--- config.mk ---
export PLATFORM = sky130hd
export DESIGN_NAME = pp_heap_gen
export DESIGN_NICKNAME = d
export VERILOG_FILES = /design/src/rtl/pp_heap_gen.sv
export SDC_FILE = /design/constraint.sdc
export NUM_CORES = 1
export LEC_CHECK = 0
export ABC_AREA = 1
export CAP_MARGIN = 20
export CORE_UTILIZATION = 50
export DETAILED_ROUTE_END_ITERATION = 16
export PLACE_DENSITY = 0.77
export SKIP_LAST_GASP = 1
export SYNTH_ARGS = -nofsm -noshare
export SYNTH_HDL_FRONTEND = slang
export SYNTH_SLANG_ARGS = --single-unit
--- constraint.sdc ---
create_clock -name clk -period 15.5 [get_ports clk]
set_clock_uncertainty 0.15 [all_clocks]
set_input_delay 2.325 -clock clk [delete_from_list [all_inputs] [get_ports clk]]
set_output_delay 2.325 -clock clk [all_outputs]
set_load 0.03 [all_outputs]
--- src/rtl/pp_heap_gen.sv ---
// Partial-product bit-heap generator for an 8x8 unsigned multiplier.
// Forms the 64 AND-array bits at enqueue time and presents them column-packed from a 2-entry queue.
module pp_heap_gen #(
  parameter int unsigned TAG_W = 4,
  parameter int unsigned CNT_W = 16
) (
  input  logic             clk,
  input  logic             rst,
  input  logic             in_valid,
  output logic             in_ready,
  input  logic [7:0]       in_a,
  input  logic [7:0]       in_b,
  input  logic [TAG_W-1:0] in_tag,
  output logic             out_valid,
  input  logic             out_ready,
  output logic [0:0]       col0,
  output logic [1:0]       col1,
  output logic [2:0]       col2,
  output logic [3:0]       col3,
  output logic [4:0]       col4,
  output logic [5:0]       col5,
  output logic [6:0]       col6,
  output logic [7:0]       col7,
  output logic [6:0]       col8,
  output logic [5:0]       col9,
  output logic [4:0]       col10,
  output logic [3:0]       col11,
  output logic [2:0]       col12,
  output logic [1:0]       col13,
  output logic [0:0]       col14,
  output logic [TAG_W-1:0] out_tag,
  output logic [CNT_W-1:0] txn_count
);

  typedef struct packed {
    logic [63:0]      heap;
    logic [TAG_W-1:0] tag;
  } entry_t;

  typedef enum logic [1:0] {
    OccEmpty = 2'd0,
    OccOne   = 2'd1,
    OccFull  = 2'd2
  } occ_e;

  function automatic int unsigned col_h(int unsigned k);
    return (k <= 7) ? k + 1 : 15 - k;
  endfunction

  // Bit offset of column k inside the packed 64-bit heap.
  function automatic int unsigned col_off(int unsigned k);
    int unsigned off;
    off = 0;
    for (int unsigned c = 0; c < 15; c++) begin
      if (c < k) off += col_h(c);
    end
    return off;
  endfunction

  occ_e       occ_q, occ_d;
  entry_t     head_q, head_d;
  entry_t     skid_q, skid_d;
  logic [CNT_W-1:0] cnt_q, cnt_d;
  logic [63:0] heap_new;
  entry_t     entry_new;
  entry_t     head_out;
  logic       push, pop;

  for (genvar k = 0; k < 15; k++) begin : g_col
    for (genvar j = 0; j < col_h(k); j++) begin : g_bit
      localparam logic [2:0] IA  = 3'(((k > 7) ? k - 7 : 0) + j);
      localparam logic [2:0] IB  = 3'(k - (((k > 7) ? k - 7 : 0) + j));
      localparam logic [5:0] POS = 6'(col_off(k) + j);
      assign heap_new[POS] = in_a[IA] & in_b[IB];
    end
  end

  assign entry_new = '{heap: heap_new, tag: in_tag};

  assign in_ready  = (occ_q != OccFull);
  assign out_valid = (occ_q != OccEmpty);
  assign push      = in_valid & in_ready;
  assign pop       = out_valid & out_ready;

  always_comb begin
    occ_d  = occ_q;
    head_d = head_q;
    skid_d = skid_q;
    cnt_d  = push ? cnt_q + CNT_W'(1) : cnt_q;
    case (occ_q)
      OccEmpty: begin
        if (push) begin
          head_d = entry_new;
          occ_d  = OccOne;
        end
      end
      OccOne: begin
        if (push && pop) begin
          head_d = entry_new;
        end else if (push) begin
          skid_d = entry_new;
          occ_d  = OccFull;
        end else if (pop) begin
          occ_d = OccEmpty;
        end
      end
      OccFull: begin
        if (pop) begin
          head_d = skid_q;
          occ_d  = OccOne;
        end
      end
      default: occ_d = OccEmpty;
    endcase
  end

  always_ff @(posedge clk or posedge rst) begin
    if (rst) begin
      occ_q  <= OccEmpty;
      head_q <= '0;
      skid_q <= '0;
      cnt_q  <= '0;
    end else begin
      occ_q  <= occ_d;
      head_q <= head_d;
      skid_q <= skid_d;
      cnt_q  <= cnt_d;
    end
  end

  // Outputs read zero whenever nothing is presented.
  assign head_out  = out_valid ? head_q : '0;
  assign out_tag   = head_out.tag;
  assign txn_count = cnt_q;

  assign col0  = head_out.heap[0  +: 1];
  assign col1  = head_out.heap[1  +: 2];
  assign col2  = head_out.heap[3  +: 3];
  assign col3  = head_out.heap[6  +: 4];
  assign col4  = head_out.heap[10 +: 5];
  assign col5  = head_out.heap[15 +: 6];
  assign col6  = head_out.heap[21 +: 7];
  assign col7  = head_out.heap[28 +: 8];
  assign col8  = head_out.heap[36 +: 7];
  assign col9  = head_out.heap[43 +: 6];
  assign col10 = head_out.heap[49 +: 5];
  assign col11 = head_out.heap[54 +: 4];
  assign col12 = head_out.heap[58 +: 3];
  assign col13 = head_out.heap[61 +: 2];
  assign col14 = head_out.heap[63 +: 1];

endmodule

Word-level counts from Yosys, hierarchy flattened
Cells that the tools add are included.
- $add $sub $neg: 1
- bitwise operators: 67
- reduce and logical (&&, ||, !) cells: 7
- equality and inequality tests: 8
- mux-type cells: 11
- operators with widths (cell ; number):
    $mux W68 ; 4
    $pmux W68 S3 ; 1
    $and A1 B1 Y1 ; 66
    $add A16 B1 Y16 const B ; 1
    $mux W2 ; 5
    $ne A2 B2 Y1 const B ; 5
    $reduce_and A4 Y1 ; 2
    $pmux W2 S3 ; 1
    $ne A3 B3 Y1 const B ; 1
    $reduce_and A3 Y1 ; 1
    $reduce_bool A3 Y1 ; 1
    $eq A2 B1 Y1 const B ; 1
    $eq A2 B2 Y1 const B ; 1
    $logic_not A2 Y1 ; 1
    $reduce_bool A2 Y1 ; 1
    $logic_and A1 B1 Y1 ; 1
    $not A1 Y1 ; 1
- bits of input ports: 24
- bits in registers: 154
- output and inout bits: 86
- logic and storage cells: 100

Longest topological paths before layout
Gate-level depths: netlist (run 1).
- depth after elaboration: 6
- depth in mapped cells: 10
- depth with buffers taken out: 9

Worst setup path before layout (run 1)
OpenSTA, ideal clock, no wires.
- path kind: register -> output
- start: register occ_q[1]
- end: output out_valid
- stages on the path, launching flop included: 5
- data arrival time: 1248 ps
- slack: 11777 ps
- data required time: 13025 ps
- path buffers: 2
- cells stage by stage: dfrtp_1 -> nor2_1 -> buf_2 -> buf_2 -> inv_1
- cells in the longest elaborated chain, start to end: 1
- ends and longest elaborated chain (element ; RTL line ; text):
    from (decl) ; 60 ; occ_e occ_q, occ_d;
    from (signal assigned) ; 119 ; occ_q <= OccEmpty;
    $reduce_bool A2 Y1 ; 81 ; assign out_valid = (occ_q != OccEmpty);
    to (decl) ; 14 ; output logic out_valid,
No other way between the ends.

Worst setup path after layout (run 1)
- start: register occ_q[1]
- end: output col8[1]
- cells in the longest elaborated chain, start to end: 2
- ends and longest elaborated chain (element ; RTL line ; text):
    $reduce_bool A2 Y1 ; 81 ;
    $mux W68 ; 132 ; assign head_out = out_valid ? head_q : '0;
    to (decl) ; 24 ; output logic [6:0] col8,
No other way between the ends.

==> impl_results.md, run 1 <==
- Cell count after placement: 1158
- Postcts setup bufs: 0
- RSZ-0062 raised after global routing: no
- HP Start: skid_q[52]
- First-pass GRT wire length: 27650 microns
- CTS max path bufs: 2
- Starting Density: 51.41%
- Critical Path AT: 2.80 ns
- Avg Vias per Cell: 5.163
- Worst setup startpoint: occ_q[1]
- Number of cells on the critical path: 4
- Die Width: 121.7 microns
- Synth top area share: 53.79%
- Drt pass-1 iters: 5
- Hold Buf Count CTS: 0
- Hold Vio Cnt, Final: 0
- Post-cts gate resize count: 0
- GP Congestion: 0.7489
- # setup viols final: 0
- Critical Path RT: 13.03 ns
- Area delta synth->final: 22.76%
- Crit path time final: 5.278 ns
- DRC viols: 0
- Fin crit share: 34.05%
- Antenna diodes: 0
- Initial antenna violation count: 0
- Post-route insts no fill: 1187
- Io pins: 110
- Slew headroom: 36.64%
- Slowest cell delay on critical path: 0.65 ns
- Fin Setup TNS: 0 ns
- CP cell instances: nor2_4, buf_4, nor2_1, clkdlybuf4s50_1
- Gr usage total: 24.22%
- Cell family with most CP delay: buffers and inverters
- Status: finished clean
- Worst Setup Path Type: reg -> out
- Synth Flop Type: dfrtp_1
- CP max stage cell: nor2_4
- Wire length per cell: 14.10 microns
- Post-synthesis cell area: 7164 sq um
- FF+latch count, synth: 154
- TritonCTS clock tree: yes
- Layout cells sized above 1: 3.774%
- VDD IR-drop max: 0.1113 mV
- Vias in the first global route: 5605
- Count of cell types in the netlist: 24
- Most instantiated cells after synthesis: 237 x nand2_1, 154 x dfrtp_1, 148 x nor2_1, 90 x inv_1, 81 x o21ai_0
- Syn Inst Count: 930
- FFs w/ async S/R, synth: 100.0%
- Total number of vias: 6128
- Post-DRT Antenna Nets: 0
- Final WL: 16740 microns
- 1st-iter DRT viols: 469
- Htree depth: 4
- Port bufs: 109
- NumNets Final: 1022
- Yosys warning total: 0
- Reg2reg start: occ_q[1]
- Die Y-Extent: 121.7 microns
- Hold path cells: 2
- Die area: 14810 sq um
- Syn avg cell area: 7.704 sq um
- Reg2reg path depth: 8
- Synth area leaders: dfrtp_1 54%, nand2_1 12%, nor2_1 7.8%
- Mapped Nets: 955
- PD cells: 199.4 nW/um^2
- Fmax: 189.5 MHz
- Count leader, synth: nand2_1
- Startpoint types: flop
- CP Max Fanout: 36
- Later-pin clock latency in the skew report: 0.42 ns
- Clock Sinks: 154
- Largest net degree at the start of global routing: 102
- CTS Buf Count: 17
- Number of synthesized flops with an enable pin: 0
- Final Power: 1.754 mW
- Core ar.: 13930 sq um
- Leading area contributor after synthesis: dfrtp_1
- CTS root buf: clkbuf_16
- Slew @ Worst Pin: 0.9503 ns
- Worst Path Buf+Inv: 2
- Part of the Yosys area used for sequential elements: 53.79%
- Leak pwr: 4.202 nW
- Max-slew violation total from the final report: 0
- Max-cap violations: 0
- Worst-path clk slew: 0.06 ns
- Hpwl dp: 10450 microns
- CP endpoint kind: primary output
- Number of cell rows: 43
- Grt ovf: 0
- Hold crit path type: reg -> reg
[power by group]
group          switching [mW]  internal (mW)
clock                   0.150          0.227
combinational           0.474          0.256
sequential             0.0774          0.570
[layout make-up]
cell class	count	area, sq um
fill	1168	5140
timing repair buffer	114	1129
inverter	91	346.6
clock inverter	2	10.01
multi-input combinational	619	2708
clock buffer	27	523.0
sequential	154	3854
tap	180	225.2
[final timing paths]
| path | end | slack [ns] |
|---|---|---|
| max | col8[1] | 10.22 |
| min | skid_q[52] | 0.34 |
| max reg2reg | head_q[32] | 12.36 |
| min reg2reg | skid_q[52] | 0.34 |
| max in group asynchronous | head_q[27] | 11.59 |
| min in group asynchronous | head_q[60] | 2.29 |
[routing by layer]
| metal | routed length (microns) | vias up | GRT usage (%) | share of wire (%) |
|---|---|---|---|---|
| met2 | 7822 | 195 | 36.97 | 47 |
| met1 | 7418 | 2876 | 34.42 | 44 |
| li1 | - | 3029 | - | - |
| met5 | 0 | - | 0 | 0 |
| met4 | 340 | 0 | 8.642 | 2.0 |
| met3 | 1161 | 28 | 4.775 | 6.9 |
[placed cells by master (no fill, tap or decap)]
cell type,n
a21oi_1,64
nand2_1,236
clkdlybuf4s50_1,109
o21ai_0,81
nand3b_1,2
xnor2_1,3
buf_4,5
nand3_1,4
nor2_4,1
nor2_1,147
ha_1,1
clkbuf_16,17
xor2_1,7
clkbuf_8,6
nor3_1,1
o21bai_1,1
nor4_1,1
nor3_2,1
dfrtp_1,154
clkinv_2,2
clkbuf_1,4
nand2_4,3
nand4_1,3
inv_1,89
nand2_2,1
inv_6,1
o21ai_1,62
inv_2,1
[tightest hold or removal path, cell delays in order, from the launching register on]
cell     delay [ns]
dfrtp_1        0.34
nand2_1        0.05
o21ai_0        0.06
[cells by family (layout without fill, tap and decap cells)]
| family | after synthesis | after routing | synth area share [%] |
|---|---|---|---|
| AO/OA/AOI/OAI | 208 | 208 | 14.57 |
| XOR/XNOR | 10 | 10 | 1.223 |
| adder cells (fa/ha/maj) | 1 | 1 | 0.1746 |
| buffers and inverters | 157 | 234 | 8.767 |
| flip-flops | 154 | 154 | 53.79 |
| AND/OR/NAND/NOR | 400 | 400 | 21.48 |
[sequential cells by signal, indices dropped and copies added (netlist names)]
register / cells
occ_q: 2
txn_count: 16
head_q: 68
skid_q: 68
[through the flow]
stage	area [sq um]	hold WS, ns	utilization [%]	setup WS (ns)
CTS	8795	0.3378	63.11	10.19
finish	8795	0.3357	63.11	10.22
global route	8795	0.3528	63.11	10.06
floorplan	7164	0.3037	-	8.875
global placement	8262	0.3168	59.29	10.64
detailed placement	8262	0.3240	59.29	10.56
Power figures use the tool's default switching activity.
==> run 2: changes to the inputs <==
==> constraint.sdc (replaced) <==
create_clock -name clk -period 5.2 [get_ports clk]
set_clock_uncertainty 0.15 [all_clocks]
set_input_delay 0.78 -clock clk [delete_from_list [all_inputs] [get_ports clk]]
set_output_delay 0.78 -clock clk [all_outputs]
set_load 0.03 [all_outputs]
==> run 2 against run 1 <==
- setup slack got worse by 8.6 ns
- critical path type unchanged
- critical endpoint is now col12[1]
- cell area up 0.70%
- highest routed layer unchanged
- critical path depth rose by 1
- largest power group unchanged
==> impl_results.md, run 2 (same netlist as run 1, synthesis figures left out) <==
- Crit path time final: 3.586 ns
- Die area: 14810 sq um (unchanged)
- Vias in the first global route: 5620 (was 5605)
- Avg Vias per Cell: 5.111 (was 5.163)
- Slew @ Worst Pin: 0.9834 ns (was 0.9503 ns)
- PD cells: 598.2 nW/um^2 (was 199.4 nW/um^2)
- Drt pass-1 iters: 5 (unchanged)
- Starting Density: 51.41% (unchanged)
- # setup viols final: 0 (unchanged)
- Final WL: 16900 microns (was 16740 microns)
- Most frequent cells in the layout: 236 x nand2_1, 154 x dfrtp_1, 147 x nor2_1 (unchanged)
- Grt ovf: 0 (unchanged)
- Worst-path clk slew: 0.06 ns (about the same)
- Sw frac: 39.91% (was 39.96%)
- Slowest cell delay on critical path: 0.60 ns (was 0.65 ns)
- RSZ-0062 raised after global routing: no (unchanged)
- NumNets Final: 1025 (was 1022)
- Hold Vio Cnt, Final: 0 (unchanged)
- CTS Buf Count: 17 (unchanged)
- Number of cell rows: 43 (unchanged)
- Max-slew violation total from the final report: 0 (unchanged)
- Total number of vias: 6098 (was 6128)
- Postcts setup bufs: 0 (unchanged)
- Clock Power Share: 21.9% (was 21.5%)
- Die Width: 121.7 microns (unchanged)
- Area delta synth->final: 23.61% (was 22.76%)
- Startpoint types: flop (unchanged)
- CP endpoint kind: primary output (unchanged)
- Gr usage total: 24.40% (was 24.22%)
- Sequential share of power: 36.3% (was 36.9%)
- CTS root buf: clkbuf_16 (unchanged)
- Hold crit path type: reg -> reg (unchanged)
- Combinational share of power: 41.9% (was 41.6%)
- Slew headroom: 34.44% (was 36.64%)
- Most common cell after layout, fill and taps aside: nand2_1 (unchanged)
- Later-pin clock latency in the skew report: 0.42 ns (about the same)
- Largest net degree at the start of global routing: 105 (was 102)
- Clock Sinks: 154 (unchanged)
- Max-cap violations: 0 (unchanged)
- Die Y-Extent: 121.7 microns (unchanged)
- DRC viols: 0 (unchanged)
- CP Max Fanout: 26 (was 36)
- Hpwl dp: 10670 microns (was 10450 microns)
- Worst Setup Path Type: reg -> out (unchanged)
- Post-DRT Antenna Nets: 0 (unchanged)
- Critical Path RT: 4.27 ns (was 13.03 ns)
- Psw: 2.114 mW (was 700.8 uW)
- Critical Path AT: 2.66 ns (was 2.80 ns)
- Fmax: 278.9 MHz
- Status: finished clean (unchanged)
- CP cell instances: nor2_4, buf_16, buf_4, nor2_1, clkdlybuf4s50_1 (was nor2_4, buf_4, nor2_1, clkdlybuf4s50_1)
- Core ar.: 13930 sq um (unchanged)
- Io pins: 110 (unchanged)
- Fin Setup TNS: 0 ns (unchanged)
- Leak pwr: 4.230 nW (was 4.202 nW)
- CTS max path bufs: 2 (unchanged)
- Hold Buf Count CTS: 0 (unchanged)
- Port bufs: 109 (unchanged)
- CP max stage cell: clkdlybuf4s50_1 (was nor2_4)
- TritonCTS clock tree: yes (unchanged)
- Layout cells sized above 1: 4.245% (was 3.774%)
- First-pass GRT wire length: 27800 microns (was 27650 microns)
- Htree depth: 4 (unchanged)
- Fin crit share: 68.96%
- Reg2reg setup slack: 2.63 ns (was 12.36 ns)
- GP Congestion: 0.7546 (was 0.7489)
- Wire length per cell: 14.17 microns (was 14.10 microns)
- 1st-iter DRT viols: 463 (was 469)
- Post-cts gate resize count: 0 (unchanged)
- VDD IR-drop max: 0.2721 mV (was 0.1113 mV)
- Int Pwr: 3.183 mW (was 1.053 mW)
- Final Power: 5.297 mW (was 1.754 mW)
- Initial antenna violation count: 0 (unchanged)
- Antenna diodes: 0 (unchanged)
-- run 2: power by group through the flow --
| stage | Sequential (mW) | Combinational, mW | Clock (mW) |
|---|---|---|---|
| floorplan | 1.94 | 1.48 | 0 |
| global placement | 1.91 | 2.14 | 0 |
| detailed placement | 1.94 | 2.19 | 0 |
| CTS | 1.92 | 2.20 | 1.17 |
| global route | 1.97 | 2.47 | 1.22 |
| finish | 1.92 | 2.22 | 1.16 |
-- run 2: path summary, 6_finish.rpt --
check | start | end | cells after the start
max in group asynchronous | rst | head_q[23] | 3
min reg2reg | skid_q[60] | skid_q[60] | 2
max reg2reg | occ_q[1] | head_q[64] | 8
min in group asynchronous | rst | head_q[60] | 2
min | skid_q[60] | skid_q[60] | 2
max | occ_q[1] | col12[1] | 5
-- run 2: metrics by stage --
step / instances / setup slack, ns / hold WS [ns] / area (sq um) / utilization (%)
2_1_floorplan: 930 / 0.1202 / 0.3037 / 7164 / -
3_3_place_gp: 1160 / 1.875 / 0.3160 / 8277 / 59.40
3_5_place_dp: 1160 / 1.764 / 0.3242 / 8277 / 59.40
4_1_cts: 1192 / 1.349 / 0.3379 / 8828 / 63.36
5_1_grt: 1193 / 1.463 / 0.3603 / 8856 / 63.55
6_report: 1193 / 1.614 / 0.3343 / 8856 / 63.55
-- run 2: layout make-up --
cell class,count,area [sq um]
inverters,91,346.6
repair buffers,117,1171
clock inverters,7,66.31
well taps,180,225.2
multi-input cells,619,2708
flip-flops and latches,154,3854
clock buffers,25,485.5
fillers,1214,5079
-- run 2: metal layers --
metal / wire [microns] / track usage (%)
met1: 7775 / 34.38
met2: 7965 / 37.71
met3: 897 / 4.307
met4: 262 / 9.259
met5: 0 / 0
-- run 2: worst max-delay path, delay by kind of cell (launching register included) --
family / cells / cell delay [ns]
DFF: 1 / 0.46
and+or+nand+nor: 2 / 0.65
buffers and inverters: 3 / 1.11
==> run 3: changes to the inputs <==
==> constraint.sdc (replaced) <==
create_clock -name clk -period 3.8 [get_ports clk]
set_clock_uncertainty 0.15 [all_clocks]
set_input_delay 0.57 -clock clk [delete_from_list [all_inputs] [get_ports clk]]
set_output_delay 0.57 -clock clk [all_outputs]
set_load 0.03 [all_outputs]
==> run 3 against run 2 <==
- final cell count up 0.17%
- setup slack worse by 0.73 ns
- power up 41%
- critical path depth down 1
- via count up 0.93%
- combinational power up 36%
- worst hold slack worse by 0.00058 ns
- first-iteration DRC count up 4.8%
- cell area up 1.4%
- largest power group unchanged
==> impl_results.md, run 3 (same netlist as run 1, synthesis figures left out) <==
- Area delta synth->final: 25.34% (was 23.61%)
- Max-slew violation total from the final report: 0 (unchanged)
- Starting Density: 51.41% (unchanged)
- CTS max path bufs: 2 (unchanged)
- Wire length per cell: 14.16 microns (was 14.17 microns)
- Later-pin clock latency in the skew report: 0.42 ns (about the same)
- Die Width: 121.7 microns (unchanged)
- GP Congestion: 0.7670 (was 0.7546)
- Hold crit path type: reg -> reg (unchanged)
- Fin Setup TNS: 0 ns (unchanged)
- Final Cell Area: 8980 sq um (was 8856 sq um)
- Initial antenna violation count: 0 (unchanged)
- Fmax: 342.5 MHz
- CP endpoint kind: primary output (unchanged)
- # setup viols final: 0 (unchanged)
- GR Util met2: 38.10% (was 37.71%)
- Met3 Use GR: 5.103% (was 4.307%)
- TritonCTS clock tree: yes (unchanged)
- Worst-path clk slew: 0.05 ns (was 0.06 ns)
- Htree depth: 4 (unchanged)
- Slew @ Worst Pin: 0.8855 ns (was 0.9834 ns)
- Avg Vias per Cell: 5.151 (was 5.111)
- Sequential Area: 3854 sq um (unchanged)
- Multi-input gate area: 2708 sq um (unchanged)
- Most used routing layer: met2 (unchanged)
- PD cells: 831.8 nW/um^2 (was 598.2 nW/um^2)
- Post-cts gate resize count: 0 (unchanged)
- Clock Sinks: 154 (unchanged)
- Number of cell rows: 43 (unchanged)
- Postcts setup bufs: 0 (unchanged)
- Io pins: 110 (unchanged)
- CTS root buf: clkbuf_16 (unchanged)
- Antenna diodes: 0 (unchanged)
- Final WL: 16920 microns (was 16900 microns)
- Hold Vio Cnt, Final: 0 (unchanged)
- Startpoint types: flop (unchanged)
- DRC viols: 0 (unchanged)
- Leak pwr: 4.289 nW (was 4.230 nW)
- Final Power: 7.469 mW (was 5.297 mW)
- Setup ws final: 0.8800 ns (was 1.614 ns)
- Critical Path RT: 3.08 ns (was 4.27 ns)
- Die Y-Extent: 121.7 microns (unchanged)
- Hpwl dp: 10890 microns (was 10670 microns)
- CTS Buf Count: 17 (unchanged)
- Status: finished clean (unchanged)
- NumNets Final: 1028 (was 1025)
- Layout cells sized above 1: 4.532% (was 4.245%)
- Total of fill cells in the finished design: 1170 (was 1214)
- 1st-iter DRT viols: 485 (was 463)
- Max-cap violations: 0 (unchanged)
- Critical Path AT: 2.20 ns (was 2.66 ns)
- Post-DRT Antenna Nets: 0 (unchanged)
- Most frequent cells in the layout: 236 x nand2_1, 154 x dfrtp_1, 147 x nor2_1 (unchanged)
- VDD IR-drop max: 0.4430 mV (was 0.2721 mV)
- Post-Place Cell Area: 8356 sq um (was 8277 sq um)
- Setup slack at placement: 1.136 ns (was 1.764 ns)
- Hold Buf Count CTS: 0 (unchanged)
- Grt ovf: 0 (unchanged)
- RSZ-0062 raised after global routing: no (unchanged)
- Slew headroom: 40.97% (was 34.44%)
- Die area: 14810 sq um (unchanged)
- Fin crit share: 76.84%
- Worst Setup Path Type: reg -> out (unchanged)
- Met1 Usage GRT: 32.88% (was 34.38%)
- Core ar.: 13930 sq um (unchanged)
- Vias in the first global route: 5747 (was 5620)
- Total number of vias: 6155 (was 6098)
- Reg2reg setup slack: 1.28 ns (was 2.63 ns)
- Most common cell after layout, fill and taps aside: nand2_1 (unchanged)
- Drt pass-1 iters: 5 (unchanged)
- Gr usage total: 24.39% (was 24.40%)
- First-pass GRT wire length: 27700 microns (was 27800 microns)
- Port bufs: 109 (unchanged)
- Largest net degree at the start of global routing: 95 (was 105)
- Crit path time final: 2.920 ns
- CP Max Fanout: 33 (was 26)
-- run 3: path summary, 6_finish.rpt --
path / start / to / cells past startpoint
setup / recovery: occ_q[1] / col8[1] / 4
hold / removal: skid_q[48] / skid_q[48] / 2
setup reg to reg: occ_q[1] / head_q[67] / 8
hold reg to reg: skid_q[48] / skid_q[48] / 2
max in group asynchronous: rst / skid_q[15] / 3
min in group asynchronous: rst / skid_q[3] / 2
-- run 3: worst max-delay path: stages, from the launching register on --
cell             delay, ns
dfrtp_1               0.46
nor2_4                0.23
buf_4                 0.36
nor2_1                0.09
clkdlybuf4s50_1       0.62
-- run 3: area by class of cell --
type                    count  area share, %
flip-flops and latches    154          42.91
well taps                 180          2.508
clock buffers              22          5.058
repair buffers            120          13.63
inverters                  91          3.846
multi-input cells         619          30.15
clock inverters             9          1.895
-- run 3: where the power goes --
part / internal [mW] / leakage (nW) / switching, mW / total [mW]
combinational: 1.09 / 1.99 / 1.94 / 3.03
clock: 1.17 / 0.308 / 0.632 / 1.81
sequential: 2.32 / 2.00 / 0.310 / 2.63
-- run 3: per-layer routing --
metal	routed length [microns]	part of all wire, %	vias up
li1	-	-	3034
met1	7740	46	2911
met3	844	5.0	30
met4	421	2.5	0
met2	7910	47	180
met5	0	0	-
-- run 3: metrics by stage --
step	cells	util (%)	hold slack [ns]
floorplan	930	-	0.3037
global placement	1164	59.96	0.3167
detailed placement	1164	59.96	0.3233
CTS	1195	64.44	0.3374
global route	1195	64.44	0.3615
finish	1195	64.44	0.3337
